File: config.mk
export PLATFORM = sky130hd
export DESIGN_NAME = pdm_demod
export DESIGN_NICKNAME = d
export VERILOG_FILES = /design/src/rtl/pdm_pkg.sv /design/src/rtl/pdm_sync.sv /design/src/rtl/pdm_demod.sv
export SDC_FILE = /design/constraint.sdc
export NUM_CORES = 1
export LEC_CHECK = 0
export ABC_AREA = 0
export ABC_CLOCK_PERIOD_IN_PS = 2200
export BUFFER_PORTS_ARGS = -buffer_cell sky130_fd_sc_hd__buf_2
export CORE_MARGIN = 2
export CORE_UTILIZATION = 45
export DETAILED_ROUTE_END_ITERATION = 12
export HOLD_SLACK_MARGIN = 0.03
export PLACE_DENSITY_LB_ADDON = 0.2
export SETUP_SLACK_MARGIN = 0.1
export SLEW_MARGIN = 15
export SYNTH_ARGS = -nofsm -noshare
export SYNTH_HDL_FRONTEND = slang
export SYNTH_HIERARCHICAL = 1
export SYNTH_SLANG_ARGS = --single-unit
export TNS_END_PERCENT = 5
File: constraint.sdc
create_clock -name clk -period 2.2 [get_ports clk]
set_clock_uncertainty 0.2 [all_clocks]
set_input_delay 0.66 -clock clk [delete_from_list [all_inputs] [get_ports clk]]
set_output_delay 0.66 -clock clk [all_outputs]
set_load 0.01 [all_outputs]
File: src/rtl/pdm_pkg.sv
// Shared types and helpers for the PDM demodulator.
// Holds the FSM state enum and the saturation-limit function.
package pdm_pkg;

  typedef enum logic {
    IDLE = 1'b0,
    RUN  = 1'b1
  } pdm_state_e;

  function automatic int unsigned sat_limit(input int unsigned nbits);
    return (32'd1 << nbits) - 32'd1;
  endfunction

endpackage

File: src/rtl/pdm_sync.sv
// Two-flop synchronizer for the raw PDM bit.
// Only instantiated by pdm_demod when PDM_DEMOD_SYNC_EN is defined.
module pdm_sync (
  input  logic clk,
  input  logic resetn,
  input  logic i_async,
  output logic o_sync
);

  logic r_meta;
  logic r_sync;

  always_ff @(posedge clk or negedge resetn) begin
    if (!resetn) begin
      r_meta <= 1'b0;
      r_sync <= 1'b0;
    end else begin
      r_meta <= i_async;
      r_sync <= r_meta;
    end
  end

  assign o_sync = r_sync;

endmodule

File: src/rtl/pdm_demod.sv
// PDM demodulator: counts ones over a 2^NBITS-clock window and emits a saturated word.
// Optional macro PDM_DEMOD_SYNC_EN inserts a two-flop synchronizer on din.
module pdm_demod
  import pdm_pkg::*;
#(
  parameter int unsigned NBITS = 10
) (
  input  logic             clk,
  input  logic             resetn,
  input  logic             en,
  input  logic             din,
  output logic [NBITS-1:0] dout,
  output logic             dout_valid,
  input  logic             dout_ready,
  output logic             overrun
);

  localparam logic [NBITS:0]   SAT_MAX  = (NBITS + 1)'(sat_limit(NBITS));
  localparam logic [NBITS-1:0] CNT_LAST = '1;

  pdm_state_e       r_state;
  pdm_state_e       w_state_next;
  logic [NBITS:0]   r_acc;
  logic [NBITS-1:0] r_cnt;
  logic [NBITS-1:0] r_dout;
  logic             r_valid;
  logic             r_overrun;

  logic             w_din;
  logic             w_run;
  logic             w_last;
  logic [NBITS:0]   w_sum;
  logic [NBITS-1:0] w_result;

`ifdef PDM_DEMOD_SYNC_EN
  pdm_sync u_sync (
    .clk     (clk),
    .resetn  (resetn),
    .i_async (din),
    .o_sync  (w_din)
  );
`else
  assign w_din = din;
`endif

  always_ff @(posedge clk or negedge resetn) begin
    if (!resetn) begin
      r_state <= IDLE;
    end else begin
      r_state <= w_state_next;
    end
  end

  always_comb begin
    w_state_next = r_state;
    case (r_state)
      IDLE:    if (en)  w_state_next = RUN;
      RUN:     if (!en) w_state_next = IDLE;
      default: w_state_next = IDLE;
    endcase
  end

  assign w_run    = (r_state == RUN);
  assign w_last   = w_run && (r_cnt == CNT_LAST);
  assign w_sum    = r_acc + {{NBITS{1'b0}}, w_din};
  assign w_result = (w_sum > SAT_MAX) ? SAT_MAX[NBITS-1:0] : w_sum[NBITS-1:0];

  // The last sample of a window is folded into the result, so acc restarts at 0 with nothing lost.
  always_ff @(posedge clk or negedge resetn) begin
    if (!resetn) begin
      r_acc <= '0;
      r_cnt <= '0;
    end else if (w_run) begin
      r_acc <= w_last ? '0 : w_sum;
      r_cnt <= r_cnt + NBITS'(1);
    end
  end

  always_ff @(posedge clk or negedge resetn) begin
    if (!resetn) begin
      r_dout    <= '0;
      r_valid   <= 1'b0;
      r_overrun <= 1'b0;
    end else if (w_last) begin
      if (!r_valid || dout_ready) begin
        r_dout  <= w_result;
        r_valid <= 1'b1;
      end else begin
        r_overrun <= 1'b1;
      end
    end else if (r_valid && dout_ready) begin
      r_valid <= 1'b0;
    end
  end

  assign dout       = r_dout;
  assign dout_valid = r_valid;
  assign overrun    = r_overrun;

endmodule

Yosys cells after proc, flatten, opt, wreduce, memory -nomap -nowiden
Index checks and enable logic that the tools add are counted.
- word-level logic and storage cells: 26
- output and inout bits: 12
- input bits: 5
- register bits after elaboration: 34
- add/subtract/negate cells: 2
- eq/ne operators: 2
- reductions and logical operators: 8
- bitwise operators: 1
- mux-type cells: 6
- order comparisons: 1
- operator list (kind ; number):
    adder 11 x 1 -> 11 bit ; 1
    > comparator 11 x 10 -> 1 bit (second input constant) ; 1
    two-way mux 11 bit ; 1
    adder 10 x 1 -> 10 bit (second input constant) ; 1
    == test 10 bit (second input constant) ; 1
    two-way mux 10 bit ; 1
    AND reduction 2 bit ; 3
    two-way mux 1 bit ; 4
    logical AND 1 bit ; 2
    != test 2 x 1 -> 1 bit (second input constant) ; 1
    nonzero test 2 bit ; 1
    logical NOT 1 bit ; 1
    logical OR 1 bit ; 1
    NOT 1 bit ; 1

Logic depth before layout (Yosys ltp)
Gate-level depths: netlist of run 1.
- depth in word-level cells: 4
- depth in mapped cells: 6
- gate-level depth less buffers: 6

Worst setup path before layout of run 1
No wires, ideal clock.
- path kind: input -> register
- from: input port din
- to: register r_dout[0] (netlist: dout[0])
- arrival time: 1.990 ns
- setup time: 0.139 ns
- slack: -0.129 ns
- stages: 6
- path buffers: 0
- required time: 1.861 ns
- cells stage by stage: ha_1 ha_1 nand4_1 o31ai_1 nor4b_4 a2bb2oi_1
- word-level cells in the longest chain between the ends: 3
- ends and longest elaborated chain (item ; line ; RTL):
    start: declaration ; pdm_demod.sv:11 ; input logic din,
    adder 11 x 1 -> 11 bit (*) ; pdm_demod.sv:65 ; assign w_sum = r_acc + {{NBITS{1'b0}}, w_din};
    > comparator 11 x 10 -> 1 bit ; pdm_demod.sv:66 ; assign w_result = (w_sum > SAT_MAX) ? SAT_MAX[NBITS-1:0] : w_sum[NBITS-1:0];
    two-way mux 10 bit (*) ; pdm_demod.sv:66 ;
    end signal: assignment ; pdm_demod.sv:86 ; r_dout <= w_result;
    end: declaration ; pdm_demod.sv:25 ; logic [NBITS-1:0] r_dout;
Every way passes the cells marked *; elsewhere a longest branch is shown, timed or not.
A chain may end at the register's enable or synchronous reset.

Worst setup path after layout of run 1
- from: register r_cnt[0]
- to: register r_dout[8] (netlist: dout[8])
- word-level cells in the longest chain between the ends: 3
- ends and longest elaborated chain (item ; line ; RTL):
    start: declaration ; pdm_demod.sv:24 ; logic [NBITS-1:0] r_cnt;
    start signal: assignment ; pdm_demod.sv:75 ; r_cnt <= r_cnt + NBITS'(1);
    == test 10 bit ; pdm_demod.sv:64 ; assign w_last = w_run && (r_cnt == CNT_LAST);
    logical AND 1 bit ; pdm_demod.sv:64 ;
    AND reduction 2 bit (no line) ; - ;
No other way between the ends.

==> metrics.txt, run 1 <==
detailed-route via count=about 1100; FMAX=just over 500 MHz; post-layout util=55.2%; CTS sink count=34; Synth Register Bits=34; crit path time final=between 1.5 and 2 ns; Die Ht=roughly 64 um; sequence of cells on the critical path=ha_1 -> and3_1 -> nand4_4 -> nor4b_4 -> buf_4 -> a2bb2oi_1; Initial Utilization=47.2%; Syn Nets=around 150; Nets=~180; row count=21; worst supply voltage drop on vdd=~0.53 mV; Placed Cells=just over 200; I/O pins=17; pre-CTS WS=-0.106 ns; Worst path slowest cell=dfrtp_1; grt total ovfl=0; Max-Cap Viols=0; layout cell share with drive strength beyond 1=between 20% and 30%; PwrDens=about 810 nW/um^2; CTS resizes=0; Worst Path Max Fanout=8; Tcrit/Tclk final=between 80% and 90%; outcome=finished, final reports clean; Pre-antenna DRT Iters=4; # diodes=0; Worst-Skew Late Latency=around 0.33 ns; slew margin rel.=between 70% and 80%; root buffer cell=clkbuf_4; final hold viol count=0; Slowest Stage Delay on Critical Path=approximately 0.4 ns; leak pwr=about 0.89 nW; Yosys cell types=36; Post-Syn Area per Cell=around 11 um^2; vias in the first global route=roughly 1200; Detail Placement HPWL=~2.3 mm; CTS tree=done; post-route insts no fill=roughly 210; part of the Yosys area used for sequential elements=around 53%; Ys Warns=6; IO Port Bufs=16; WHS=about 0.14 ns; htree depth=2; worst setup margin=~0.25 ns; crit end category=flip-flop; Required @ worst endpoint=2.21 ns; WL final=~3.1 mm; Worst setup SP type=flip-flop; Syn Std Cell Area=1600 um^2; routability cong.=0.769; crit path DAT=slightly below 2 ns; Setup Crit Path Kind=flip-flop to flip-flop; total negative slack=0 ns; Final setup viols=0; Wirelength per Cell=about 15 um; core area=around 3400 um^2; antenna violations before repair=0; DRC viols=0; die area=~4100 um^2; Vias/cell=between 5 and 6; RSZ-0062 raised after global routing=false; TritonCTS Buffers=5; Tot Pwr=~1.5 mW; Syn Inst Count=140; CTS hold repair buffers=0; hold crit path type=primary input to asynchronous set/reset pin; Final ANT Viol Nets=0; Bufs on Longest Clock Path=2; Layout area overhead=16.9%; worst slew pin tran=around 0.42 ns; largest net degree at the start of global routing=35; first-pass GRT wire length=approximately 5.7 mm; # Post-CTS Setup Buffers=0; clk slew on worst S/H paths=approximately 0.10 ns; Total GRT Usage=18.6%; DRT iter0 DRCs=39; design area=1870 um^2; placed cell area=between 1500 and 2000 um^2; Pins Over Slew Limit=0; Die Wd=~64 um
worst paths after layout:
check                                      from              endpoint  slack, ns  cells past startpoint
min in group clk                             en     r_state$_DFF_PN0_       0.23                      1
max in group asynchronous                resetn   overrun$_DFFE_PN0P_       1.36                      2
setup / recovery           r_cnt[0]$_DFFE_PN0P_   dout[8]$_DFFE_PN0P_       0.25                      6
hold reg to reg            r_cnt[8]$_DFFE_PN0P_  r_cnt[8]$_DFFE_PN0P_       0.27                      1
hold / removal                           resetn  r_acc[8]$_DFFE_PN0P_       0.14                      2
setup reg to reg           r_cnt[0]$_DFFE_PN0P_   dout[8]$_DFFE_PN0P_       0.25                      6
routing by layer:
layer	GRT usage, %	routed length, um	up-vias
met5	0	0	-
met4	5.71	31	0
met3	5.89	134	4
met2	30.1	1510	24
met1	23.7	1460	551
li1	-	-	548
critical path: cells and delay by family (launching register included):
family          cells  cell delay, ns
fa+ha+maj           1            0.17
flops               1            0.40
buf+inv             1            0.19
simple gates        3            0.81
compound gates      1            0.07
logic make-up after synthesis:
family          Yosys count  synth area share, %
simple gates             43                 17.9
flops                    34                 53.1
compound gates           26                 12.0
xor+xnor                 17                 9.30
buf+inv                  15                 3.91
fa+ha+maj                 3                 2.34
mux                       2                 1.41
sequential cells by signal, summed over array words and instances, names as in the netlist:
| name | flops |
|---|---|
| r_acc | 11 |
| dout_valid | 1 |
| overrun | 1 |
| r_cnt | 10 |
| dout | 10 |
| r_state | 1 |
area by class of cell:
type,instances,area [um^2]
Sequential cell,34,851
Clock inverter,1,5.00
Tap cell,46,57.6
Timing Repair Buffer,25,148
Fill cell,322,1520
Clock buffer,7,55.1
Inverter,10,37.5
Multi-Input combinational cell,91,718
synth_stat cells, drive strengths merged:
library cell,n,area (um^2)
dfrtp,34,851
xnor2,11,96.3
a2bb2oi,10,87.6
inv,10,37.5
nand2,8,30.0
nor2,8,32.5
nand3,7,40.0
nand4,6,52.6
xor2,6,52.6
o21ai,5,25.0
o22ai,5,31.3
buf,4,21.3
a22o,3,26.3
and4,3,30.0
ha,3,37.5
and2,2,13.8
mux2,2,22.5
nor2b,2,12.5
nor3,2,10.0
nor4,2,27.5
a21boi,1,7.51
a21o,1,7.51
and3,1,6.26
clkbuf,1,3.75
nor4b,1,23.8
o31ai,1,7.51
or2b,1,7.51
power breakdown:
group / total [mW] / internal (mW) / leakage [nW] / switching [mW]
logic: 0.294 / 0.157 / 0.418 / 0.137
clock network: 0.348 / 0.155 / 0.0353 / 0.193
registers: 0.879 / 0.736 / 0.439 / 0.144
layout by cell type, fill, tap and decap left out, drive strengths merged, types with 6 or more instances in the layout:
cell type,n
nor2,8
inv,10
nand3,7
clkbuf,7
nand4,6
xnor2,11
a2bb2oi,10
buf,25
xor2,6
dfrtp,34
nand2,8
No activity file was read; power rests on OpenSTA's default activity.
==> run 2, diff against run 1 <==
Settings changed: ABC_AREA 0 to 1, SLEW_MARGIN 15 to 25.
==> metrics.txt, run 2 <==
Layout area overhead=13.1%; Die Wd=64.9 um; Required @ worst endpoint=between 2 and 2.5 ns; Final ANT Viol Nets=0; part of the Yosys area used for sequential elements=51.0%; GRT busiest layer=met1; WHS=0.189 ns; outcome=finished, final reports clean; crit path DAT=around 1.9 ns; async set or reset register ratio after synthesis=100%; DRC viols=0; M3 GR Usage=~5.2%; detailed-route via count=1254; Initial Utilization=between 40% and 50%; Synth Register Bits=34; DRT iter0 DRCs=43; Final setup viols=0; Pre-antenna DRT Iters=4; Area contributors post-synth=dfrtp_1 51%, nand2_1 18%, inv_1 5.4%, xor2_1 3.2%, o22ai_1 3.0%; CTS hold repair buffers=0; crit path time final=roughly 1.9 ns; worst supply voltage drop on vdd=0.383 mV; most frequent cells in the layout=81 x nand2_1, 34 x dfrtp_1, 24 x inv_1; root buffer cell=clkbuf_8; Syn Nets=approximately 210; Tcrit/Tclk final=a little under nine tenths; leak pwr=between 1 and 1.5 nW; Vias/cell=about 4.6; core area=3610 um^2; TritonCTS Buffers=5; Post-Syn Area per Cell=8.30 um^2; vias in the first global route=about 1200; Worst-Skew Late Latency=0.29 ns; Placed Cells=roughly 260; largest net degree at the start of global routing=35; Worst setup SP type=primary input; CTS sink count=34; row count=22; cell mode on critical path=nand2_1; Detail Placement HPWL=between 2 and 2.5 mm; Max-Cap Viols=0; die area=between 4000 and 5000 um^2; FMAX=~530 MHz; design area=around 1900 um^2; Worst Path Max Fanout=11; Ys Warns=6; R2R Setup Slk=just over 0.4 ns; final hold viol count=0; layout cell share with drive strength beyond 1=~16%; routability cong.=between 0.7 and 0.8; RSZ-0062 raised after global routing=false; IO Port Bufs=16; Bufs on Longest Clock Path=2; largest register by flop count=r_acc; Slowest Stage Delay on Critical Path=0.20 ns; Worst path slowest cell=ha_1; # diodes=0; Synth area leader=dfrtp_1; Yosys cell types=24; sequence of cells on the critical path=buf_2 -> ha_1 -> ha_1 -> nand3_2 -> nor2_4 -> nand3_1 -> nand2_2 -> nand2_1 -> nand2_1 -> nand2_1; PwrDens=roughly 900 nW/um^2; I/O pins=17; post-route insts no fill=around 270; slew margin rel.=71.3%; Main synth FF type=dfrtp_1; Synth top area share=about half; crit end category=flip-flop; antenna violations before repair=0; commonest non-fill, non-tap cell in the layout=nand2_1; met2 global-route usage=about 23%; worst setup margin=approximately 0.33 ns; Total GRT Usage=17.5%; GR Util met1=approximately a quarter; Syn Inst Count=about 200; CTS resizes=0; Syn Std Cell Area=approximately 1700 um^2; number of synthesized flops with an enable pin=0; clk slew on worst S/H paths=0.08 ns; Pins Over Slew Limit=0; WL final=between 3 and 4 mm; placed cell area=~1800 um^2; Setup Crit Path Kind=primary input to flip-flop; htree depth=2; pre-CTS WS=0.0167 ns; most frequent cells after synthesis=81 x nand2_1, 34 x dfrtp_1, 24 x inv_1; grt total ovfl=0; hold crit path type=primary input to asynchronous set/reset pin; Largest register FFs=11; total negative slack=0 ns; count leader, synth=nand2_1; Wirelength per Cell=between 10 and 15 um; first-pass GRT wire length=approximately 5.5 mm; CTS tree=done; Worst R2R Start=r_acc[0]$_DFFE_PN0P_; Nets=230; worst r2r dst=dout[9]$_DFFE_PN0P_; # Post-CTS Setup Buffers=0; number of cells on the worst reg-to-reg path=9; worst slew pin tran=around 0.43 ns; Die Ht=about 65 um
-- run 2: cell types whose count changed in the layout (fill, tap and decap cells not counted), sizes merged, moves of 3 or more --
cell / change
nand2: +75
inv: +14
a2bb2oi: -10
xnor2: -7
buf: -6
nand4: -4
a22o: -3
and4: -3
nor2: +3
o22ai: +3
-- run 2: final cells by class --
cell class / instances / area (um^2)
clock buffers: 6 / 82.6
clock inverters: 2 / 12.5
fillers: 360 / 1720
inverters: 25 / 95.1
multi-input cells: 137 / 683
flip-flops and latches: 34 / 851
well taps: 48 / 60.1
repair buffers: 19 / 103
-- run 2: per-layer routing --
metal	wire, um	vias up
met2	1200	25
met5	0	-
met1	1590	560
met3	171	7
met4	59	0
li1	-	662
-- run 2: cell families (layout without fill, tap and decap cells) --
| family | count (synthesis) | after routing | synth area share (%) |
|---|---|---|---|
| xor gates and xnor gates | 10 | 10 | 5.25 |
| buffers and inverters | 30 | 52 | 8.03 |
| AOI/OAI and AO/OA | 16 | 16 | 5.55 |
| adders and majority gates | 3 | 3 | 2.25 |
| DFF | 34 | 34 | 51.0 |
| and+or+nand+nor | 108 | 108 | 27.9 |
-- run 2: worst max-delay path by stage --
stage / endpoint / cells after the start / startpoint
final: dout[9]$_DFFE_PN0P_ / 10 / din
after CTS: dout[7]$_DFFE_PN0P_ / 10 / din
after floorplan: dout[2]$_DFFE_PN0P_ / 10 / din
after global routing: dout[6]$_DFFE_PN0P_ / 10 / din
after detailed placement: dout[9]$_DFFE_PN0P_ / 10 / din
after global placement: dout[7]$_DFFE_PN0P_ / 10 / din
-- run 2: where the power goes --
part | total [mW] | leakage (nW) | internal (mW) | switching, mW
logic | 0.347 | 0.531 | 0.139 | 0.208
clock network | 0.484 | 0.0472 | 0.251 | 0.233
registers | 0.849 | 0.449 | 0.739 | 0.110
-- run 2: worst max-delay path: cells and delay by family --
kind	cells	cell delay [ns]
adder cells (fa/ha/maj)	2	0.36
buffers and inverters	1	0.08
AND/OR/NAND/NOR	7	0.73
-- run 2: through the flow --
| step | utilization [%] | power [mW] |
|---|---|---|
| CTS | 52.3 | 1.70 |
| finish | 52.3 | 1.68 |
| global route | 52.3 | 1.82 |
| global placement | 49.7 | 1.21 |
| floorplan | - | 1.12 |
| detailed placement | 49.7 | 1.21 |
==> run 3, diff against run 2 <==
Settings changed: BUFFER_PORTS_ARGS -buffer_cell sky130_fd_sc_hd__buf_2 to unset, CORE_MARGIN 2 to unset, DONT_BUFFER_PORTS set to 1.
==> metrics.txt, run 3 (synthesized netlist as in run 2, its figures left out) <==
most frequent cells in the layout=81 x nand2_1, 34 x dfrtp_1, 24 x inv_1; worst slew pin tran=roughly 0.36 ns; Vias/cell=approximately 4.8; IO Port Bufs=0; routability cong.=approximately 0.75; DRC viols=0; Detail Placement HPWL=2.23 mm; Tcrit/Tclk final=between 80% and 90%; commonest non-fill, non-tap cell in the layout=nand2_1; design area=1810 um^2; FMAX=~550 MHz; clk slew on worst S/H paths=~0.07 ns; TritonCTS Buffers=5; fillcell total=330; Nets=roughly 210; Final ANT Viol Nets=0; Tot Pwr=roughly 1.6 mW; Worst setup SP type=flip-flop; Setup Crit Path Kind=flip-flop to flip-flop; hold crit path type=primary input to flip-flop; CTS sink count=34; PwrDens=between 900 and 1000 nW/um^2; Wirelength per Cell=roughly 12 um; htree depth=2; WHS=roughly 0.20 ns; Worst Path Max Fanout=11; layout cell share with drive strength beyond 1=between 8 and 9%; pre-CTS WS=~0.12 ns; # Post-CTS Setup Buffers=0; total negative slack=0 ns; Initial Utilization=about half; largest net degree at the start of global routing=35; Total GRT Usage=a little under a fifth; first-pass GRT wire length=~5.4 mm; RSZ-0062 raised after global routing=false; Largest register FFs=11; Slowest Stage Delay on Critical Path=0.38 ns; root buffer cell=clkbuf_8; Top delay family on crit path=simple AND/OR/NAND/NOR gates; final hold viol count=0; detailed-route via count=between 1000 and 1500; DRT iter0 DRCs=52; Required @ worst endpoint=roughly 2.2 ns; I/O pins=17; placed cell area=roughly 1700 um^2; Buf/Inv on CP=1; Die Wd=between 60 and 70 um; WL final=3.10 mm; vias in the first global route=1110; row count=21; Pre-antenna DRT Iters=4; crit end category=flip-flop; Pins Over Slew Limit=0; die area=~4000 um^2; sequence of cells on the critical path=ha_1 -> nand3_1 -> nor2_4 -> nand4_2 -> clkinv_2 -> nand2_1 -> nand2_1; grt total ovfl=0; crit path time final=roughly 1.8 ns; Layout area overhead=8.55%; CTS tree=done; antenna violations before repair=0; worst setup margin=between 0.3 and 0.4 ns; slew margin rel.=roughly three quarters; leak pwr=between 0.9 and 1 nW; # diodes=0; Max-Cap Viols=0; Final setup viols=0; largest register by flop count=r_acc; Worst path slowest cell=dfrtp_1; Worst-Skew Late Latency=0.28 ns; cell mode on critical path=nand2_1; crit path DAT=1.83 ns; worst supply voltage drop on vdd=0.410 mV; core area=about 3400 um^2; outcome=finished, final reports clean; Bufs on Longest Clock Path=2; Die Ht=around 63 um
## run 3: cell types whose count changed in the layout (fill, tap and decap cells not counted)
cell           delta
buf_12            +1
buf_2            -16
buf_4             -2
clkbuf_1          +1
clkbuf_8          -1
clkinv_4          +1
clkinvlp_4        -1
dlygate4sd3_1     +1
## run 3: what timing repair did
action | in CTS | in global routing
gates resized for setup | 0 | 0
hold endpoints to repair | 34 | 0
hold buffers | 2 | 0
## run 3: worst register-to-register path, stage by stage (launching register included)
cell	delay, ns
dfrtp_1	0.38
ha_1	0.20
nand3_1	0.15
nor2_4	0.20
nand4_2	0.27
clkinv_2	0.21
nand2_1	0.07
nand2_1	0.06
## run 3: report_power, final
group | internal [mW] | switching (mW) | leakage [nW]
Clock | 0.223 | 0.224 | 0.0452
Combinational | 0.141 | 0.207 | 0.454
Sequential | 0.739 | 0.112 | 0.449
Total | 1.10 | 0.542 | 0.948
## run 3: per-stage QoR
step                instances  util, %
floorplan                 201        -
global placement          243     49.2
detailed placement        243     49.2
CTS                       253     52.6
global route              253     52.6
finish                    253     52.6
## run 3: path summary, 6_finish.rpt
kind / from / endpoint / slack (ns) / depth (start not counted)
min in group asynchronous: resetn / overrun$_DFFE_PN0P_ / 0.63 / 2
max in group asynchronous: resetn / r_acc[7]$_DFFE_PN0P_ / 0.99 / 2
setup reg to reg: r_cnt[0]$_DFFE_PN0P_ / dout[9]$_DFFE_PN0P_ / 0.40 / 7
hold / removal: en / r_state$_DFF_PN0_ / 0.20 / 0
setup / recovery: r_cnt[0]$_DFFE_PN0P_ / dout[9]$_DFFE_PN0P_ / 0.40 / 7
hold reg to reg: r_acc[0]$_DFFE_PN0P_ / r_acc[0]$_DFFE_PN0P_ / 0.29 / 2
## run 3: routing by layer
layer  track usage (%)  vias to the layer above  share of wire [%]
li1                  -                      635                  -
met4              5.23                        0               0.81
met3              6.02                        4                5.5
met1              25.5                      535                 50
met2              26.2                       35                 44
met5                 0                        -                  0
## run 3: cell type report
| type | count | area, um^2 | area share [%] |
|---|---|---|---|
| well taps | 46 | 57.6 | 3.18 |
| multi-input cells | 137 | 683 | 37.7 |
| inverters | 25 | 95.1 | 5.25 |
| flip-flops and latches | 34 | 851 | 47.0 |
| clock inverters | 2 | 13.8 | 0.760 |
| clock buffers | 6 | 72.6 | 4.01 |
| repair buffers | 3 | 37.5 | 2.07 |
